===== src/rtl/mult_arb.sv =====
// Round-robin arbiter/sequencer sharing one multi-cycle mult unit among NREQ requesters.
// Optional watchdog abort in WAIT is enabled by defining MULT_ARB_TIMEOUT_EN.
module mult_arb #(
  parameter int NREQ    = 4,
  parameter int W       = 8,
  parameter int TIMEOUT = 64
) (
  input  logic            clk,
  input  logic            reset,
  input  logic [NREQ-1:0] req,
  input  logic [NREQ-1:0] op_a,
  input  logic [NREQ*W-1:0] op_b,
  input  logic [NREQ*W-1:0] op_c,
  output logic [NREQ-1:0] gnt,
  output logic [NREQ-1:0] done,
  output logic [NREQ-1:0] err,
  output logic [W-1:0]    res,
  output logic            res_flag,
  output logic            mul_activate,
  output logic            mul_reset,
  output logic            mul_a,
  output logic [W-1:0]    mul_b,
  output logic [W-1:0]    mul_c,
  input  logic [W-1:0]    mul_div,
  input  logic            mul_mod,
  input  logic            mul_endop
);

  localparam int PW = (NREQ > 2) ? $clog2(NREQ) : 1;

  if (NREQ < 2 || NREQ > 8 || TIMEOUT < 1) begin : g_param_check
    $error("mult_arb: parameter out of range");
  end

  typedef enum logic [2:0] {
    S_IDLE  = 3'd0,
    S_ISSUE = 3'd1,
    S_WAIT  = 3'd2,
`ifdef MULT_ARB_TIMEOUT_EN
    S_RESP  = 3'd3,
    S_ABORT = 3'd4
`else
    S_RESP  = 3'd3
`endif
  } state_t;

  state_t          state_r;
  logic [PW-1:0]   ptr_r;
  logic [PW-1:0]   owner_r;
  logic [NREQ-1:0] gnt_r;
  logic [NREQ-1:0] done_r;
  logic [W-1:0]    res_r;
  logic            res_flag_r;
  logic            mul_act_r;
  logic            mul_a_r;
  logic [W-1:0]    mul_b_r;
  logic [W-1:0]    mul_c_r;

  logic [PW-1:0]   pick_s;
  logic [PW-1:0]   sel_s;
  logic            any_s;
  logic [PW-1:0]   next_ptr_s;

  // Requester index k positions after base, wrapping modulo NREQ.
  function automatic logic [PW-1:0] rot_idx(input logic [PW-1:0] base, input int k);
    int s;
    s = int'(base) + k;
    s = (s >= NREQ) ? (s - NREQ) : s;
    return PW'(s);
  endfunction

  function automatic logic [NREQ-1:0] onehot(input logic [PW-1:0] idx);
    logic [NREQ-1:0] v;
    v = '0;
    v[idx] = 1'b1;
    return v;
  endfunction

  // Round-robin pick: scan from the far end so the slot nearest the pointer wins.
  always_comb begin
    pick_s = '0;
    sel_s  = '0;
    any_s  = 1'b0;
    for (int k = NREQ - 1; k >= 0; k--) begin
      sel_s  = rot_idx(ptr_r, k);
      pick_s = req[sel_s] ? sel_s : pick_s;
      any_s  = any_s | req[sel_s];
    end
  end

  // Priority moves just past the owner that finished.
  always_comb begin
    if (owner_r == PW'(NREQ - 1)) begin
      next_ptr_s = '0;
    end else begin
      next_ptr_s = owner_r + PW'(1);
    end
  end

`ifdef MULT_ARB_TIMEOUT_EN
  localparam int CW = (TIMEOUT > 2) ? $clog2(TIMEOUT) : 1;
  logic [CW-1:0]   cnt_r;
  logic            abort_r;
  logic [NREQ-1:0] err_r;
`endif

  // Sequencer FSM: IDLE -> ISSUE -> WAIT -> RESP (or ABORT) -> IDLE.
  always_ff @(posedge clk or posedge reset) begin
    if (reset) begin
      state_r    <= S_IDLE;
      ptr_r      <= '0;
      owner_r    <= '0;
      gnt_r      <= '0;
      done_r     <= '0;
      res_r      <= '0;
      res_flag_r <= 1'b0;
      mul_act_r  <= 1'b0;
      mul_a_r    <= 1'b0;
      mul_b_r    <= '0;
      mul_c_r    <= '0;
`ifdef MULT_ARB_TIMEOUT_EN
      cnt_r      <= '0;
      abort_r    <= 1'b0;
      err_r      <= '0;
`endif
    end else begin
      done_r    <= '0;
      mul_act_r <= 1'b0;
`ifdef MULT_ARB_TIMEOUT_EN
      abort_r   <= 1'b0;
      err_r     <= '0;
`endif
      case (state_r)
        S_IDLE: begin
          if (any_s) begin
            owner_r   <= pick_s;
            gnt_r     <= onehot(pick_s);
            mul_a_r   <= op_a[pick_s];
            mul_b_r   <= op_b[int'(pick_s)*W +: W];
            mul_c_r   <= op_c[int'(pick_s)*W +: W];
            mul_act_r <= 1'b1;
            state_r   <= S_ISSUE;
          end else begin
            state_r   <= S_IDLE;
          end
        end
        S_ISSUE: begin
`ifdef MULT_ARB_TIMEOUT_EN
          cnt_r   <= '0;
`endif
          state_r <= S_WAIT;
        end
        S_WAIT: begin
          // endop in the expiring cycle still completes normally
          if (mul_endop) begin
            res_r      <= mul_div;
            res_flag_r <= mul_mod;
            done_r     <= gnt_r;
            state_r    <= S_RESP;
`ifdef MULT_ARB_TIMEOUT_EN
          end else if (cnt_r == CW'(TIMEOUT - 1)) begin
            abort_r    <= 1'b1;
            err_r      <= gnt_r;
            state_r    <= S_ABORT;
          end else begin
            cnt_r      <= cnt_r + CW'(1);
`else
          end else begin
`endif
            state_r    <= S_WAIT;
          end
        end
        S_RESP: begin
          gnt_r   <= '0;
          ptr_r   <= next_ptr_s;
          state_r <= S_IDLE;
        end
`ifdef MULT_ARB_TIMEOUT_EN
        S_ABORT: begin
          gnt_r   <= '0;
          ptr_r   <= next_ptr_s;
          state_r <= S_IDLE;
        end
`endif
        default: begin
          gnt_r   <= '0;
          state_r <= S_IDLE;
        end
      endcase
    end
  end

  assign gnt          = gnt_r;
  assign done         = done_r;
  assign res          = res_r;
  assign res_flag     = res_flag_r;
  assign mul_activate = mul_act_r;
  assign mul_a        = mul_a_r;
  assign mul_b        = mul_b_r;
  assign mul_c        = mul_c_r;
`ifdef MULT_ARB_TIMEOUT_EN
  assign err          = err_r;
  assign mul_reset    = reset | abort_r;
`else
  assign err          = '0;
  assign mul_reset    = reset;
`endif

endmodule


===== config.mk =====
export PLATFORM = sky130hd
export DESIGN_NAME = mult_arb
export DESIGN_NICKNAME = d
export VERILOG_FILES = /design/src/rtl/mult_arb.sv
export SDC_FILE = /design/constraint.sdc
export NUM_CORES = 1
export LEC_CHECK = 0
export ABC_AREA = 1
export BUFFER_PORTS_ARGS = -buffer_cell sky130_fd_sc_hd__buf_2
export CELL_PAD_IN_SITES_DETAIL_PLACEMENT = 1
export CELL_PAD_IN_SITES_GLOBAL_PLACEMENT = 1
export CORE_MARGIN = 2
export CORE_UTILIZATION = 32
export CTS_BUF_LIST = sky130_fd_sc_hd__clkbuf_16
export DETAILED_ROUTE_END_ITERATION = 7
export GPL_ROUTABILITY_DRIVEN = 0
export PLACE_DENSITY_LB_ADDON = 0.1
export RECOVER_POWER = 50
export SLEW_MARGIN = 20
export SYNTH_ARGS = -nofsm -noshare
export SYNTH_HDL_FRONTEND = slang
export SYNTH_SLANG_ARGS = --single-unit

===== constraint.sdc =====
create_clock -name clk -period 1.9 [get_ports clk]
set_input_delay 0.095 -clock clk [delete_from_list [all_inputs] [get_ports clk]]
set_output_delay 0.095 -clock clk [all_outputs]
set_load 0.01 [all_outputs]

==> results.md <==
* Status: complete, but fails checks
* Failing checks: setup timing
* Worst Max-Slew Pin Slew at between 0.8 and 0.9 ns
* Fillers at ~1.1k
* Tcrit/Tclk final at 102%
* WP data arrival at ~2.1 ns
* Min-delay worst type: primary input to flip-flop
* Hold path depth at 2
* Vias in the first global route at 2759
* CP max-delay cell: dfrtp_2
* Register area share after synthesis at between 30% and 40%
* Row Count at 33
* Delay-heaviest family, CP: simple AND/OR/NAND/NOR gates
* Die X at roughly 95 µm
* CTS tree: yes
* Clk slew on worst S/H paths at 0.06 ns
* Leakage power at about 2.1 nW
* Clock tree buffer depth at 2
* Largest net degree at the start of global routing at 25
* Post-DP HPWL at 6130 µm
* Endpoints failing setup at 6
* Synth area leader: dfrtp_1
* Power density over the cells at 2010 nW/µm²
* Nets at approximately 600
* Crit path buf inv count at 2
* Final core utilization at a little under half
* CTS root buffer: clkbuf_16
* Fin crit period at 1.93 ns
* Level count of the clock H-tree at 2
* Starting Density at about a third
* Gr ovfl total at 0
* Maximum VDD drop at 0.000597 V
* Worst Path Required at 2.08 ns
* I/O Pins at between 100 and 150
* Fin. max-slew vios at 0
* Async SR Flop Fraction at 100%
* Drt drc at 0
* Rel. slew slack at a little over two fifths
* Setup CP Type: flip-flop to flip-flop
* Die area at 9060 µm²
* Area Overhead vs Synth at 41.9%
* Syn Inst Count at about 370
* CP Cell Sequence: inv_4, nand2_1, nand2_1, nand2_2, nand2_4, nor2_4, nor2_4, nand2_8, clkbuf_16, nand3_1, nand2_1, nand2_1, nand2_1, nand2_1, nand2_1
* RSZ-0062 raised after global routing: yes
* Commonest cells in the netlist: nand2_1, dfrtp_1, nand3_1
* Die Ht at 95.2 µm
* Fin. Hold Viols at 0
* Dpl ws at -0.110 ns
* Post-synth EDFFs at 0
* Antenna-violating nets left at 0
* Startpoint types: flip-flop
* Count of different cell masters after synthesis at 27
* Seq cells post-synth at a little over 40
* Max cap viols at 0
* Fraction of layout cells with a size suffix above 1 at around a third
* DR vias at 2774
* HP Start: mul_mod
* Pre-antenna DRT Iters at 4
* Vias/cell at 4.59
* DR WL/cell at around 14 µm
* Core Region at just over 8000 µm²
* Final Worst Setup Slack at -0.0347 ns
* Synth top area share at 38.6%
* Reg2Reg Depth at 15
* Reg2Reg Capture Point: mul_c[7]
* DP Area at between 3000 and 4000 µm²
* Hold Path End: res_flag
* First DRT Iteration DRCs at 91
* Crit-path max cell delay at around 0.46 ns
* Syn avg cell area at 7.23 µm²
* First-pass GRT wire length at between 10000 and 15000 µm
* Clk_lat worst skew at ~0.28 ns
* Crit path capture type: flip-flop
* Synth warnings at 0
* Prevailing post-synth register cell: dfrtp_1
* N_diodes at 0
* Skew final at 0.00353 ns
* Flop2flop setup slack at -0.03 ns
* Top-count cell post-synth: nand2_1
* Power, Total at 7.60 mW
* Cell repeated most along the worst path: nand2_1
* Total track usage at a little under a fifth
* PortBufs at about 120
* Fmax at 517 MHz
* Finished Cell Area at about 3800 µm²
* R2R Path Start: ptr_r[0]
* CP max FO at 8
* Clock sink count at a little over 40
* Initial antenna violation count at 0
* Cell Area, Synth at 2660 µm²
* Ranking of synthesized cells by area: dfrtp_1, nand2_1, nand3_1
* WHS at approximately 0.037 ns
* Number of CTS-inserted buffers at 5
* Routed wire length at 8610 µm
worst reg2reg max path: stages (launching register included):
cell and delay, ns:
dfrtp_2 0.46, inv_4 0.12, nand2_1 0.06, nand2_1 0.10, nand2_2 0.09, nand2_4 0.11, nor2_4 0.06, nor2_4 0.13
nand2_8 0.14, clkbuf_16 0.19, nand3_1 0.06, nand2_1 0.05, nand2_1 0.06, nand2_1 0.07, nand2_1 0.07, nand2_1 0.05
where the power goes:
| group | total (mW) | switching, mW | internal [mW] | leakage [nW] |
|---|---|---|---|---|
| combinational | 5.11 | 3.13 | 1.97 | 1.48 |
| sequential | 1.51 | 0.236 | 1.28 | 0.512 |
| clock | 0.976 | 0.354 | 0.622 | 0.0800 |
| total | 7.60 | 3.73 | 3.87 | 2.07 |
routing by layer:
metal,global-route usage [%],wire length (µm),vias to the layer above
li1,-,-,1393
met1,25.1,3880,1294
met2,31.9,4180,81
met3,3.40,462,6
met4,4.71,91,0
met5,0,0,-
logic make-up (layout without fill, tap and decap cells):
group | after synthesis | count (layout) | synth area share [%]
fa+ha+maj | 4 | 4 | 1.88
buf+inv | 58 | 184 | 11.0
compound gates | 13 | 13 | 3.29
flops | 41 | 41 | 38.6
simple gates | 242 | 244 | 41.3
mux | 9 | 9 | 3.81
other cells | 1 | 4 | 0.141
state kept, by name, indices dropped and copies added (netlist names):
signal / cells
mul_a: 1
mul_b: 8
gnt: 4
owner_r: 2
mul_c: 8
res_flag: 1
state_r: 2
mul_activate: 1
done: 4
ptr_r: 2
res: 8
layout make-up:
cell class                      count  area, µm²  area share (%)
Clock buffer                        5        125            3.31
Clock inverter                      3       46.3            1.23
Inverter                           36        140            3.71
Multi-Input combinational cell    274       1510            40.0
Sequential cell                    41       1030            27.2
Tap cell                          105        131            3.48
Timing Repair Buffer              140        793            21.0
metrics by stage:
step / instances / setup TNS (ns)
6_report: 604 / -0.0810
5_1_grt: 604 / -2.80
4_1_cts: 598 / 0
3_3_place_gp: 584 / 0
3_5_place_dp: 584 / -1.31
2_1_floorplan: 371 / 0
worst max path at each step:
stage | from | to | slack (ns) | cells past startpoint
global route | ptr_r[0] | mul_c[5] | -0.17 | 14
finish | ptr_r[0] | mul_c[7] | -0.03 | 15
floorplan | ptr_r[0] | mul_a | 0.22 | 16
global placement | ptr_r[0] | mul_a | 0.03 | 15
detailed placement | ptr_r[0] | mul_a | -0.11 | 15
CTS | ptr_r[0] | mul_c[6] | 0.003 | 12
placed cells by master (no fill, tap or decap), types with 2 or more instances in the layout:
| cell | Yosys | final |
|---|---|---|
| a21oi_1 | 2 | 2 |
| buf_12 | 0 | 3 |
| buf_2 | 10 | 83 |
| buf_4 | 7 | 13 |
| buf_6 | 3 | 2 |
| clkbuf_1 | 1 | 36 |
| clkbuf_16 | 0 | 6 |
| conb_1 | 1 | 4 |
| dfrtp_1 | 41 | 39 |
| dfrtp_2 | 0 | 2 |
| ha_1 | 4 | 4 |
| inv_1 | 30 | 29 |
| inv_2 | 5 | 4 |
| inv_4 | 1 | 2 |
| mux2_2 | 9 | 9 |
| nand2_1 | 158 | 148 |
| nand2_2 | 12 | 22 |
| nand2_4 | 3 | 3 |
| nand2_8 | 1 | 3 |
| nand3_1 | 41 | 27 |
| nand3_2 | 0 | 14 |
| nand3b_1 | 17 | 17 |
| nor2_1 | 7 | 6 |
| nor2_4 | 0 | 4 |
| o21ai_0 | 4 | 4 |
| o21ai_1 | 2 | 2 |
| o22ai_1 | 2 | 2 |
timing repair:
action	CTS	global route
endpoints found under the setup margin	17	22
buffers inserted	3	3
cloned	2	3
hold endpoints to repair	22	0
gates resized for setup	6	30
pin swaps	1	7
hold buffers	1	0
No activity file was read; power rests on OpenSTA's default activity.
